$ cat src/rtl/mul16_seq_ctrl.sv
// mul16_seq_ctrl: 16x16 unsigned sequential multiplier sharing one 8x8 multiplier over four steps.
// Optional MUL_SEQ_ZERO_SKIP_EN: a zero operand jumps straight to DONE with p=0.
module mul8x8 (
  input  logic [7:0]  i_a,
  input  logic [7:0]  i_b,
  output logic [15:0] o_p
);
  assign o_p = i_a * i_b;
endmodule

module mul16_seq_ctrl (
  input  logic        clk,
  input  logic        rst,
  input  logic        in_valid,
  output logic        in_ready,
  input  logic [15:0] a,
  input  logic [15:0] b,
  output logic        out_valid,
  input  logic        out_ready,
  output logic [31:0] p,
  output logic        busy
);
  typedef enum logic [1:0] {IDLE, MUL, DONE} state_t;
  state_t      r_state, w_next;
  logic [1:0]  r_step;
  logic [15:0] r_a, r_b;
  logic [31:0] r_acc, r_p;
  logic [7:0]  w_op_a, w_op_b;
  logic [15:0] w_pp;
  logic [31:0] w_pp_sh, w_sum;
  logic        w_accept, w_zero;
  assign w_accept = in_valid && (r_state == IDLE);
`ifdef MUL_SEQ_ZERO_SKIP_EN
  assign w_zero = (a == 16'd0) || (b == 16'd0);
`else
  assign w_zero = 1'b0;
`endif
  // step[0] picks the high byte of a, step[1] the high byte of b
  assign w_op_a  = r_step[0] ? r_a[15:8] : r_a[7:0];
  assign w_op_b  = r_step[1] ? r_b[15:8] : r_b[7:0];
  assign w_pp_sh = (r_step == 2'd3) ? {w_pp, 16'd0} :
                   (r_step == 2'd0) ? {16'd0, w_pp} : {8'd0, w_pp, 8'd0};
  assign w_sum   = r_acc + w_pp_sh;
  mul8x8 u_mul (.i_a(w_op_a), .i_b(w_op_b), .o_p(w_pp));
  always_ff @(posedge clk) begin
    if (rst) r_state <= IDLE;
    else     r_state <= w_next;
  end
  always_comb begin
    w_next = r_state;
    w_next = w_accept                                ? (w_zero ? DONE : MUL) :
             (r_state == MUL && r_step == 2'd3)      ? DONE :
             (r_state == DONE && out_ready)          ? IDLE : r_state;
  end
  always_comb begin
    in_ready  = (r_state == IDLE);
    busy      = (r_state != IDLE);
    out_valid = (r_state == DONE);
    p         = r_p;
  end
  always_ff @(posedge clk) begin
    if (rst) begin
      r_step <= 2'd0;
      r_acc  <= 32'd0;
      r_p    <= 32'd0;
      r_a    <= 16'd0;
      r_b    <= 16'd0;
    end else if (w_accept) begin
      r_a    <= a;
      r_b    <= b;
      r_acc  <= 32'd0;
      r_step <= 2'd0;
      if (w_zero) r_p <= 32'd0;
    end else if (r_state == MUL) begin
      r_acc  <= w_sum;
      r_step <= r_step + 2'd1;
      if (r_step == 2'd3) r_p <= w_sum;
    end
  end
endmodule

$ cat config.mk
export PLATFORM = sky130hd
export DESIGN_NAME = mul16_seq_ctrl
export DESIGN_NICKNAME = d
export VERILOG_FILES = /design/src/rtl/mul16_seq_ctrl.sv
export SDC_FILE = /design/constraint.sdc
export NUM_CORES = 1
export LEC_CHECK = 0
export ABC_AREA = 1
export CORE_AREA = 2 2 92 161
export DETAILED_ROUTE_END_ITERATION = 10
export DIE_AREA = 0 0 94 163
export PLACE_DENSITY_LB_ADDON = 0.25
export SYNTH_ARGS = -nofsm -noshare
export SYNTH_HDL_FRONTEND = slang
export SYNTH_SLANG_ARGS = --single-unit
$ cat constraint.sdc
create_clock -name clk -period 8 [get_ports clk]
set_clock_uncertainty 0.15 [all_clocks]
set_input_delay 0.8 -clock clk [delete_from_list [all_inputs] [get_ports clk]]
set_output_delay 0.8 -clock clk [all_outputs]
set_load 0.005 [all_outputs]
==> reports/qor.csv <==
stage;metric;value;unit
clocking;clock-sinks;100;
timing;post-route-period-util;91.8;%
layout;area_growth;14.4;%
hold_path;hold_path_class;flop to flop;
layout;antenna_cells;0;
setup_path;required;8110;ps
setup_path;worst-path-max-fanout;11;
setup_path;slowest_delay;650;ps
setup_path;path_common_cell;inv_1;
timing;max_freq;136;MHz
layout;final_common_cell;nor2_1;
power_and_ir_drop;power_frac_clock;32.2;%
floorplanning;rows;58;
clocking;ctsHtreeMaxLevel;3;
setup_path;critPathArrivalTime;7450;ps
power_and_ir_drop;p_leak;4.62;nW
floorplanning;fp.dieArea;0.0153;sq mm
detailed_routing;firstDrtPassIters;5;
power_and_ir_drop;peakVddDrop;0.139;mV
setup_path;path_delay_family;adder cells;
grt;grt_pass1_vias;7760;
grt;busiest_layer;met2;
synthesis;syn_inst;1185;
power_and_ir_drop;intPower;0.903;mW
detailed_routing;first_iter_violations;411;
clocking;clockBufferDepth;2;
timing;tightest_slew;1170;ps
floorplanning;coreArea;0.0142;sq mm
clocking;clkSlewWorstSetupHoldPaths;90;ps
clocking;cts_tree;done;
clocking;cts_made_buffers;9;
power_and_ir_drop;switching_share;37.2;%
power_and_ir_drop;power;1.44;mW
layout;drive_gt1_share;5.45;%
timing;timing.final.max_slew_violations;0;
power_and_ir_drop;pwr-share-comb;30.3;%
job;maxCapViolations;0;
placement;hpwl;18400;um
detailed_routing;viasPerCell;5.45;
timing;maxSlewHeadroom;22.1;%
floorplanning;dieWidth;94;um
synthesis;avgSynthCellArea;6.85;sq um
timing;hold_slack;341;ps
floorplanning;floorplan.initialDensity;57.4;%
clocking;worstSkewPairLatency;360;ps
placement;portBuffers;70;
detailed_routing;wl_per_cell;16.0;um
synthesis;yosysSeqAreaShare;24.7;%
grt;met3_usage;4.44;%
synthesis;synth-async-reset-ratio;0;%
power_and_ir_drop;power_per_cell_area;155;mW/mm^2
setup_path;critPathKind;flop to flop;
synthesis;synth_warnings;0;
status;status;complete, no violations;
grt;grt_first_pass_wirelength;37500;um
grt;grt_max_degree;52;
grt;grt_overflow_total;0;
timing;setup_tns;0;ps
detailed_routing;routed_wl;22900;um
grt;antenna_found_initial;0;
timing;hold_viol;0;
setup_path;endpoint_kind;flop;
clocking;root_buffer;clkbuf_16;
setup_path;cp.buffers_inverters;5;
timing;rsz0062_at_grt;false;
setup_path;crit_slowest_cell;dfxtp_1;
timing;setup_slack;655;ps
layout;nNetsFinal;1384;
detailed_routing;ant_nets;0;
floorplanning;top_level_ports;71;
layout;layout_common_cells;232 x nor2_1, 184 x nand2_1, 177 x inv_1;
placement;place_area;0.00897;sq mm
clocking;cts_hold_buf;0;
power_and_ir_drop;p_sw;0.534;mW
floorplanning;die_height;163;um
detailed_routing;route.detailed.drc;0;
power_and_ir_drop;p_seq_share;37.5;%
layout;nFillCells;1379;
timing;setup_viol;0;
layout;design_area;0.00929;sq mm
timing;post-route-min-period;7340;ps
setup_path;start_kind;flop;
grt;use_met2;59.9;%
grt;grt_usage;31.4;%
synthesis;synth_flop_cell;dfxtp_1;
placement;post-place-ws;694;ps
placement;gp_congestion;1.01;
grt;gr-usage-met1;29.8;%
detailed_routing;via_count;7778;
synthesis;synth_area;0.00812;sq mm
synthesis;synth_nets;1327;
synthesis;synth-seq-cells;100;
synthesis;synth_cell_types;40;
synthesis;synth_edf_count;0;
-- state kept, by name (all words and copies together), names as in the netlist --
signal and count:
r_b 16, r_acc 32, r_a 16, r_step 2
p 32, r_state 2
-- synth_stat cells (2+ instances only) --
library cell	number	area [sq um]
o21ai_0	77	385
ha_1	69	863
fa_1	37	741
o21ai_2	3	26.3
o22ai_1	16	100
a21oi_1	57	285
o21a_1	20	150
nand3_1	58	290
o21ai_1	7	35.0
or2_2	15	93.8
dfxtp_1	100	2000
o211ai_1	4	30.0
nand4_1	7	43.8
a31oi_1	2	12.5
o21bai_1	13	97.6
nor3_1	4	20.0
a21oi_2	3	26.3
or2_1	3	18.8
nor2_1	232	871
nor4_1	2	12.5
nor2_2	5	31.3
nand2_1	184	691
mux2i_1	9	90.1
inv_1	177	664
buf_2	7	35.0
xor2_1	14	123
inv_2	4	15.0
xnor2_1	11	96.3
a21o_1	2	15.0
nand2_2	8	50.1
nand3b_1	3	22.5
clkbuf_1	24	90.1
-- worst reg2reg max path, delay by kind of cell, from the launching register on --
family / cells / cell delay [ps]
AO/OA/AOI/OAI: 9 / 1870
AND/OR/NAND/NOR: 8 / 1070
flip-flops: 1 / 650
buffers and inverters: 5 / 370
XOR/XNOR: 1 / 350
adder cells (fa/ha/maj): 6 / 2790
-- cell type report --
cell class	count	area, sq um	share of cell area [%]
Sequential cell	100	2000	21.6
Timing Repair Buffer	79	768	8.27
Multi-Input combinational cell	870	5290	57.0
Inverter	182	686	7.38
Tap cell	180	225	2.42
Clock inverter	7	91.3	0.983
Clock buffer	9	225	2.42
-- cells by family (layout without fill, tap and decap cells) --
logic type / Yosys count / in the layout / synth area share, %
compound gates: 207 / 207 / 14.8
fa+ha+maj: 106 / 106 / 19.8
mux: 9 / 9 / 1.11
simple gates: 523 / 523 / 26.7
buf+inv: 215 / 277 / 10.2
xor+xnor: 25 / 25 / 2.70
flops: 100 / 100 / 24.7
-- power by group through the flow --
stage	Clock, mW	Sequential (mW)	Combinational (mW)
floorplan	0	0.544	0.309
global placement	0	0.551	0.423
detailed placement	0	0.551	0.427
CTS	0.473	0.539	0.432
global route	0.489	0.543	0.490
finish	0.463	0.539	0.435
-- layer usage --
layer | vias to the layer above | share of wire [%]
met4 | 0 | 7.9
li1 | 3894 | -
met1 | 3595 | 34
met3 | 99 | 3.3
met2 | 190 | 55
met5 | - | 0
-- timing repair --
item | in CTS | in global routing
gates resized for setup | 0 | 1
endpoints found under the hold margin | 0 | 0
buffers inserted | 0 | 0
endpoints found under the setup margin | 0 | 2
-- worst paths after layout --
path                            slack, ps     to      start  depth (start not counted)
worst max-delay path                  660  p[27]  r_step[1]                         29
worst max register to register        660  p[27]  r_step[1]                         29
worst min register to register        340  p[14]      p[14]                          2
worst min-delay path                  340  p[14]      p[14]                          2
-- stage by stage --
stage                     util (%)  instances
after floorplan                  -       1185
after global placement        63.4       1411
after detailed placement      63.4       1411
after CTS                     65.6       1427
after global routing          65.6       1427
final                         65.6       1427
Power figures use the tool's default switching activity.
